### src/rtl/pipe_skid_stage_pkg.sv
// Shared constants and state encoding for the skid-buffered pipeline stage.
package pipe_skid_stage_pkg;

    localparam int unsigned DEFAULT_DATA_WIDTH  = 32;
    localparam logic [31:0] DEFAULT_RESET_VALUE = 32'hFFFF_FFFC;

    // Occupancy of the stage: nothing, main only, main plus skid.
    typedef enum logic [1:0] {
        ST_EMPTY = 2'd0,
        ST_ONE   = 2'd1,
        ST_TWO   = 2'd2
    } skid_state_e;

endpackage

### src/rtl/pipe_skid_stage_entry.sv
// Single payload register with load enable and synchronous reset-to-parameter.
module pipe_entry #(
    parameter int unsigned             DATA_WIDTH  = 32,
    parameter logic [DATA_WIDTH-1:0]   RESET_VALUE = '0
) (
    input  logic                  clk,
    input  logic                  rst,
    input  logic                  load,
    input  logic [DATA_WIDTH-1:0] d,
    output logic [DATA_WIDTH-1:0] q
);

    // Reset wins over load; otherwise hold unless loaded.
    always_ff @(posedge clk) begin
        if (rst) begin
            q <= RESET_VALUE;
        end else if (load) begin
            q <= d;
        end
    end

endmodule

### src/rtl/pipe_skid_stage.sv
// Pipeline stage register with valid/ready handshake, one-entry skid and flush.
module pipe_skid_stage
    import pipe_skid_stage_pkg::*;
#(
    parameter int unsigned           DATA_WIDTH  = DEFAULT_DATA_WIDTH,
    parameter logic [DATA_WIDTH-1:0] RESET_VALUE = DATA_WIDTH'(DEFAULT_RESET_VALUE)
) (
    input  logic                  clk,
    input  logic                  rst,
    input  logic                  flush,
    input  logic                  in_valid,
    output logic                  in_ready,
    input  logic [DATA_WIDTH-1:0] in_data,
    output logic                  out_valid,
    input  logic                  out_ready,
    output logic [DATA_WIDTH-1:0] out_data
);

    skid_state_e           state;
    skid_state_e           next_state;
    logic                  accept;
    logic                  drain;
    logic                  main_load;
    logic                  skid_load;
    logic [DATA_WIDTH-1:0] main_d;
    logic [DATA_WIDTH-1:0] skid_q;

    assign accept = in_valid & in_ready;
    assign drain  = out_valid & out_ready;

    // Main entry feeds downstream directly; skid entry catches one stalled beat.
    pipe_entry #(
        .DATA_WIDTH  (DATA_WIDTH),
        .RESET_VALUE (RESET_VALUE)
    ) u_main (
        .clk  (clk),
        .rst  (rst),
        .load (main_load),
        .d    (main_d),
        .q    (out_data)
    );

    pipe_entry #(
        .DATA_WIDTH  (DATA_WIDTH),
        .RESET_VALUE ('0)
    ) u_skid (
        .clk  (clk),
        .rst  (rst),
        .load (skid_load),
        .d    (in_data),
        .q    (skid_q)
    );

    // State register; handshake outputs are registered decodes of the next state.
    always_ff @(posedge clk) begin
        if (rst) begin
            state     <= ST_EMPTY;
            in_ready  <= 1'b1;
            out_valid <= 1'b0;
        end else begin
            state     <= next_state;
            in_ready  <= (next_state != ST_TWO);
            out_valid <= (next_state != ST_EMPTY);
        end
    end

    // Next-state and entry load control; flush drops both entries and any offered beat.
    always_comb begin
        next_state = state;
        main_load  = 1'b0;
        skid_load  = 1'b0;
        main_d     = in_data;
        if (flush) begin
            next_state = ST_EMPTY;
        end else begin
            case (state)
                ST_EMPTY: begin
                    if (accept) begin
                        next_state = ST_ONE;
                        main_load  = 1'b1;
                    end
                end
                ST_ONE: begin
                    if (accept && drain) begin
                        main_load = 1'b1;
                    end else if (accept) begin
                        next_state = ST_TWO;
                        skid_load  = 1'b1;
                    end else if (drain) begin
                        next_state = ST_EMPTY;
                    end
                end
                ST_TWO: begin
                    if (drain) begin
                        next_state = ST_ONE;
                        main_load  = 1'b1;
                        main_d     = skid_q;
                    end
                end
                default: begin
                    next_state = ST_EMPTY;
                end
            endcase
        end
    end

endmodule

### config.mk
export PLATFORM = sky130hd
export DESIGN_NAME = pipe_skid_stage
export DESIGN_NICKNAME = d
export VERILOG_FILES = /design/src/rtl/pipe_skid_stage_pkg.sv /design/src/rtl/pipe_skid_stage_entry.sv /design/src/rtl/pipe_skid_stage.sv
export SDC_FILE = /design/constraint.sdc
export NUM_CORES = 1
export LEC_CHECK = 0
export CAP_MARGIN = 15
export CORE_ASPECT_RATIO = 1.1
export CORE_UTILIZATION = 55
export CTS_BUF_LIST = sky130_fd_sc_hd__clkbuf_8
export CTS_CLUSTER_SIZE = 12
export DETAILED_ROUTE_END_ITERATION = 6
export PLACE_DENSITY = 0.87
export SLEW_MARGIN = 20
export SYNTH_ARGS = -nofsm -noshare
export SYNTH_HDL_FRONTEND = slang
export SYNTH_SLANG_ARGS = --single-unit
### constraint.sdc
create_clock -name clk -period 3.4 [get_ports clk]
set_clock_uncertainty 0.2 [all_clocks]
set_input_delay 0.51 -clock clk [delete_from_list [all_inputs] [get_ports clk]]
set_output_delay 0.51 -clock clk [all_outputs]
set_load 0.01 [all_outputs]
After elaboration in Yosys (flattened, before gate mapping):

Index checks and enable logic that the tools add are counted.

* flip-flop bits (word level): 68
* input port bits: 37
* output and inout bits: 34
* word-level logic and storage cells: 31

* eq/ne operators: 3
* muxes and demuxes: 18
* bitwise logic cells: 2
* reductions and logical operators: 3

Operator list (count)
* 2-to-1 mux 32 bit: 3
* 2-to-1 mux 2 bit: 6
* 2-to-1 mux 1 bit: 7
* case mux 2 bit (3 select lines): 1
* case mux 1 bit (3 select lines): 1
* bitwise AND 1 bit: 2
* equality test 2 x 1 -> 1 bit (second input constant): 1
* equality test 2 bit (second input constant): 1
* logical NOT 2 bit: 1
* inequality test 2 bit (second input constant): 1
* nonzero test 2 bit: 1
* logical AND 1 bit: 1

Depth between registers and ports, before layout:

Gate-level depths: netlist of the first run.

* depth after elaboration: 7
* gate-level depth with buffers: 6
* mapped depth without buffers: 3

Modules after synthesis:

From an unflattened synthesis of the first run, not the netlist that was laid out.

* cell total of the unflattened synthesis: 267
* area total of the unflattened synthesis: 2981.6 um^2

By module, submodules not included
* pipe_entry (u_main): instances 1, cells each 105, area an instance 1203.7 um^2, sequential area each 640.6 um^2
* pipe_entry (u_skid): instances 1, cells each 103, area an instance 1163.6 um^2, sequential area each 640.6 um^2
* pipe_skid_stage: instances 1, cells each 59, area an instance 614.3 um^2, sequential area each 80.1 um^2

Least setup slack after synthesis of the first run:

OpenSTA, ideal clock, no wires.

* path kind: input -> register
* from: input port flush
* to: register u_main.q[10]
* arrival: 1.525 ns
* required time: 3.061 ns
* setup slack: 1.536 ns
* stages: 6
* buffers on the path: 3
* cells stage by stage: buf_4 nor4bb_1 buf_2 a221o_2 buf_6 a2bb2oi_2

* longest elaborated chain between the ends: 1

Ends and longest elaborated chain
* start: declaration: line pipe_skid_stage.sv:10 `input logic flush,`
* 2-to-1 mux 32 bit or 2-to-1 mux 1 bit (tied branches): line pipe_skid_stage.sv:73 `if (flush) begin`
* end signal: assignment: line pipe_skid_stage_entry.sv:16 `q <= RESET_VALUE;`
* end signal: assignment: line pipe_skid_stage_entry.sv:18 `q <= d;`
* end: declaration: line pipe_skid_stage_entry.sv:10 `output logic [DATA_WIDTH-1:0] q`

Parallel ways exist; a longest one is shown, timed or not.
A chain may end at the register's enable or synchronous reset.

Worst setup path after layout of the first run:

* from: input port flush
* to: register u_main.q[4]

The elaborated chain is that of the path after synthesis.

==> impl_metrics.toml, run 1 <==
[yosys]
yosysUniqueCellTypes = 28
postSynthAreaPerCell_sq_um = 10.1
synth_compound_area_share_pct = 38.7
ys.flop_type = "dfxtp_1"
syn_area_sq_mm = 0.00293
synth_fa_ha_area_share_pct = 0
syn_nets = 326
ys_top_cells_by_count = "dfxtp_1 (68), nand3_1 (36), o21ai_0 (34), a21oi_1 (32)"
synth_top_family_by_area = "compound AO/OA/AOI/OAI gates"
yosysTopAreaCell = "dfxtp_1"
yosysWarnings = 0
synth_seq_cells = 68
yosysMostFrequentCell = "dfxtp_1"
synth_xor_area_share_pct = 0
netlist_instances = 289
synth_simple_gate_area_share_pct = 8.68
netlist_top_cells_area = "dfxtp_1 (47%), a2bb2oi_2 (15%), o32ai_1 (9.0%)"
synth-seq-area-share_pct = 46.5
synth.mux.area_fraction_pct = 0.342
async_reset_ff_share_pct = 0
synth_edf_count = 0
synth_top_area_share_pct = 46.5

[worst_setup_path]
crit_required_ns = 3.39
endpoint = "u_main.q[4]"
cp-startpoint = "flush"
cp-end-kind = "flop"
arrival_ns = 2.43
rrSetupSlack_ns = 1.29
worstReg2RegEnd = "u_main.q[4]"
critPathMaxFanout = 30
r2r_start = "state[1]"
reg2reg_depth = 3
cp-start-kind = "primary input"
critical_path_class = "primary input to flop"

[flow_run]
maxCapViolations = 0

[sta]
finalCritPeriodShare_pct = 71.8
finalSetupTns_ns = 0
rsz0062_at_grt = "false"
fmax_ghz = 0.410
hold_viol_final = 0
relSlewSlack_pct = 27.3
worst_pin_slew_ns = 1.09
setup_viol = 0
fin_crit_ns = 2.44
slew_violations = 0

[routing]
post-route-drc-count = 0
viasPerCell = 6.62
first_pass_iters = 5
vias = 2702
dr.first_iter.drc_count = 341
wl_um = 7460
wl_per_cell_um = 18.3
antenna_left = 0

[layout]
antenna_cells = 0
area_growth_syn_to_layout_pct = 33.7
multiInputGateArea_sq_mm = 0.00143
regArea_sq_mm = 0.00136
fillers = 375
drive_gt1_share_pct = 17.1
final_nets = 382
design_area_sq_mm = 0.00391
fin_util_pct = 77.2

[clock_tree]
postCtsSetupRepairBufs = 0
cts-root-buf = "clkbuf_8"
htree_levels = 3
cts.hold.buffers_added = 0
cts_resized = 0
cts_made_buffers = 9
clkTransAtPathRegs_ns = 0.08
clk_path_buf_depth = 2
cts_tree = "done"
clk_latency_ns = 0.35
clkSinkCount = 68

[power_and_ir_drop]
powerDensity_mw_per_mm2 = 514
p_leak_nw = 1.29
total_power_w = 0.00201
peakVddDrop_v = 0.000500

[place]
gp_congestion = 0.803
dp_hpwl_um = 4470
dpl_cell_area_sq_mm = 0.00364
portBuffers = 70

[global_routing]
grt-ovfl-total = 0
grt_max_degree = 38
grt_pass1_vias = 2478
grt_pass1_wl_um = 11900
grt.total_usage_pct = 27.3
antenna_found_initial = 0

[hold_path]
hp-class = "flop to flop"

[die]
row_count = 27
ios = 71
initial_core_util_pct = 57.7
core-area_sq_mm = 0.00507
die_w_um = 71.5
fp.dieArea_sq_mm = 0.00561
die_h_um = 78.5

[run_status]
outcome = "finished clean"
through the flow:
step / cells / hold WS (ns) / worst slack [ns]
6_report: 408 / 0.279 / 0.958
5_1_grt: 408 / 0.300 / 0.902
4_1_cts: 408 / 0.278 / 0.975
3_5_place_dp: 392 / 0.266 / 0.611
3_3_place_gp: 392 / 0.260 / 0.655
2_1_floorplan: 289 / 0.254 / 1.54
cells in the final DEF, fill, tap and decap left out, types with 2 or more instances in the layout:
| cell type | count |
|---|---|
| a21oi_1 | 32 |
| a221oi_1 | 2 |
| a2bb2oi_2 | 30 |
| a311oi_1 | 2 |
| buf_4 | 9 |
| bufinv_16 | 4 |
| clkbuf_8 | 9 |
| clkdlybuf4s50_1 | 70 |
| dfxtp_1 | 68 |
| inv_1 | 2 |
| inv_6 | 2 |
| nand2_1 | 3 |
| nand3_1 | 36 |
| nor2_1 | 2 |
| o21ai_0 | 34 |
| o32ai_1 | 30 |
registers in the layout, summed over array words and instances, names as in the netlist:
name       cells
state          2
in_ready       1
u_main.q      32
out_valid      1
u_skid.q      32
cell type report:
class	count	share of cell area [%]
Sequential cell	68	34.8
Multi-Input combinational cell	185	36.6
Timing Repair Buffer	79	19.6
Clock inverter	7	3.74
Inverter	2	0.192
Tap cell	58	1.86
Clock buffer	9	3.17
worst max-delay path, stage by stage:
cell	delay, ns
clkdlybuf4s50_1	0.57
buf_4	0.25
inv_1	0.12
a221o_2	0.72
a2bb2oi_2	0.25
layer usage:
metal,up-vias,global-route usage [%],wire [um]
met2,104,46.6,3800
met3,9,6.42,407
li1,1242,-,-
met5,-,0,0
met1,1347,33.4,3160
met4,0,9.80,94
worst min-delay path by stage:
stage	slack, ns	to	cells past startpoint	start
final	0.28	u_skid.q[11]	2	u_skid.q[11]
after global routing	0.30	u_skid.q[31]	2	u_skid.q[31]
after CTS	0.28	u_skid.q[22]	2	u_skid.q[22]
after detailed placement	0.27	u_skid.q[22]	2	u_skid.q[22]
after global placement	0.26	u_skid.q[17]	2	u_skid.q[17]
after floorplan	0.25	u_skid.q[10]	2	u_skid.q[10]
cells by family (layout without fill, tap and decap cells):
family	after synthesis	after routing
AO/OA/AOI/OAI	136	136
flip-flops	68	68
AND/OR/NAND/NOR	48	48
buffers and inverters	36	97
multiplexers	1	1
power by group:
part           switching, W  total (W)  internal (W)
Sequential        0.0000210   0.000845      0.000824
Clock              0.000331   0.000899      0.000568
Combinational      0.000126   0.000268      0.000142
No activity file was read; power rests on OpenSTA's default activity.
==> run 2, diff against run 1 <==
--- a/config.mk
+++ b/config.mk
@@ -7,11 +7,11 @@
 export LEC_CHECK = 0
 export CAP_MARGIN = 15
 export CORE_ASPECT_RATIO = 1.1
-export CORE_UTILIZATION = 55
+export CORE_UTILIZATION = 51
 export CTS_BUF_LIST = sky130_fd_sc_hd__clkbuf_8
 export CTS_CLUSTER_SIZE = 12
 export DETAILED_ROUTE_END_ITERATION = 6
-export PLACE_DENSITY = 0.87
+export PLACE_DENSITY = 0.82
 export SLEW_MARGIN = 20
 export SYNTH_ARGS = -nofsm -noshare
 export SYNTH_HDL_FRONTEND = slang
==> constraint.sdc (replaced) <==
create_clock -name clk -period 2.34 [get_ports clk]
set_clock_uncertainty 0.2 [all_clocks]
set_input_delay 0.351 -clock clk [delete_from_list [all_inputs] [get_ports clk]]
set_output_delay 0.351 -clock clk [all_outputs]
set_load 0.01 [all_outputs]
==> run 2 against run 1 <==
Against the previous run: die area up 7.6%; clock-buffer cell count up 1; combinational power up 48%; worst setup slack worse by 0.61 ns; register-to-register slack worse by 0.78 ns; largest cell class unchanged; highest routed layer unchanged.
==> impl_metrics.toml, run 2 (synthesis gave the netlist of run 1 again) <==
[run_status]
outcome = "finished clean"

[sta]
hold_viol_final = 0
layout_setup_ws_ns = 0.348
worst_pin_slew_ns = 1.08
finalCritPeriodShare_pct = 85.1
fin_crit_ns = 1.99
setup_viol = 0
relSlewSlack_pct = 28.1
slew_violations = 0
rsz0062_at_grt = "false"
fmax_ghz = 0.502

[global_routing]
grt_max_degree = 35
grt.total_usage_pct = 25.5
antenna_found_initial = 0
grt_pass1_vias = 2445
grt-ovfl-total = 0
grt_pass1_wl_um = 11600

[layout]
reg_top3 = "u_main.q: 32 flops, u_skid.q: 32 flops, state: 2 flops"
area_growth_syn_to_layout_pct = 34.4
design_area_sq_mm = 0.00393
antenna_cells = 0
multiInputGateArea_sq_mm = 0.00143
fillers = 398
final_nets = 389
final_cell_mix = "clkdlybuf4s50_1 (70), dfxtp_1 (68), nand3_1 (36)"
drive_gt1_share_pct = 18.2
regArea_sq_mm = 0.00136
layout_commonest_cell = "clkdlybuf4s50_1"

[routing]
viasPerCell = 6.23
dr.first_iter.drc_count = 230
first_pass_iters = 5
wl_um = 7510
antenna_left = 0
vias = 2690
post-route-drc-count = 0
wl_per_cell_um = 17.4

[die]
ios = 71
initial_core_util_pct = 53.5
die_w_um = 74.2
core-area_sq_mm = 0.00547
fp.dieArea_sq_mm = 0.00604
die_h_um = 81.4
row_count = 28

[place]
gp_congestion = 0.778
dp_hpwl_um = 4730
portBuffers = 70
pre_cts_slack_ns = -0.00757
dpl_cell_area_sq_mm = 0.00371

[hold_path]
hold_depth = 2
whs_endpoint = "u_skid.q[21]"
min-delay-start = "u_skid.q[21]"
hp-class = "flop to flop"

[flow_run]
maxCapViolations = 0

[power_and_ir_drop]
powerDensity_mw_per_mm2 = 680
peakVddDrop_v = 0.000387
p_leak_nw = 1.30

[clock_tree]
postCtsSetupRepairBufs = 0
clkTransAtPathRegs_ns = 0.07
clkSinkCount = 68
clk_path_buf_depth = 2
cts_tree = "done"
htree_levels = 3
cts-root-buf = "clkbuf_8"
cts_made_buffers = 9
clk_latency_ns = 0.34
cts.hold.buffers_added = 0
cts_resized = 0

[worst_setup_path]
crit_chain = "clkdlybuf4s50_1 > nor4bb_4 > buf_4 > buf_4 > nand3_1 > a21oi_1"
cpMostUsedCell = "buf_4"
r2r_start = "out_valid"
critPathMaxFanout = 28
slowest_delay_ns = 0.55
critical_path_class = "primary input to flop"
crit_required_ns = 2.41
reg2reg_depth = 3
worstReg2RegEnd = "u_main.q[23]"
rrSetupSlack_ns = 0.51
cp-start-kind = "primary input"
arrival_ns = 2.07
cp-end-kind = "flop"
crit_slowest_cell = "clkdlybuf4s50_1"
-- run 2: cell count changes in the layout (fill, tap and decap cells not counted), sizes merged --
cell,delta
buf,+7
bufinv,-2
clkinvlp,+1
clkbuf,+1
-- run 2: area by class of cell --
cell class	count	area share (%)
tap	75	2.39
multi-input combinational	185	36.4
sequential	68	34.6
timing repair buffer	86	20.9
inverter	2	0.191
clock buffer	10	3.50
clock inverter	6	2.04
-- run 2: worst max-delay path, delay by kind of cell --
family / cells / cell delay [ns]
AND/OR/NAND/NOR: 2 / 0.44
AO/OA/AOI/OAI: 1 / 0.14
buffers and inverters: 3 / 1.11
-- run 2: worst max-delay path by stage --
stage               startpoint            to  cells after the start
global placement         flush   u_main.q[7]                      5
floorplan                flush  u_main.q[10]                      6
CTS                      flush  u_skid.q[26]                      6
finish                   flush  u_skid.q[26]                      6
global route         out_ready  u_main.q[19]                      4
detailed placement   out_ready  u_main.q[19]                      4
-- run 2: where the power goes --
group	internal [W]	switching, W
Combinational	0.000210	0.000186
Sequential	0.00120	0.0000298
Clock	0.000620	0.000432
-- run 2: metrics by stage --
stage	setup TNS, ns	hold WS, ns	utilization, %	instances	total power (W)
detailed placement	-0.00757	0.267	68.0	416	0.00165
CTS	0	0.278	72.0	432	0.00269
global placement	0	0.261	68.0	416	0.00164
finish	0	0.278	72.0	432	0.00267
floorplan	0	0.254	-	289	0.00146
global route	0	0.294	72.0	432	0.00277
-- run 2: metal layers --
layer,global-route usage [%],share of wire (%)
met5,0,0
met4,10.9,1.5
met3,5.40,5.9
met2,43.6,52
met1,30.7,40
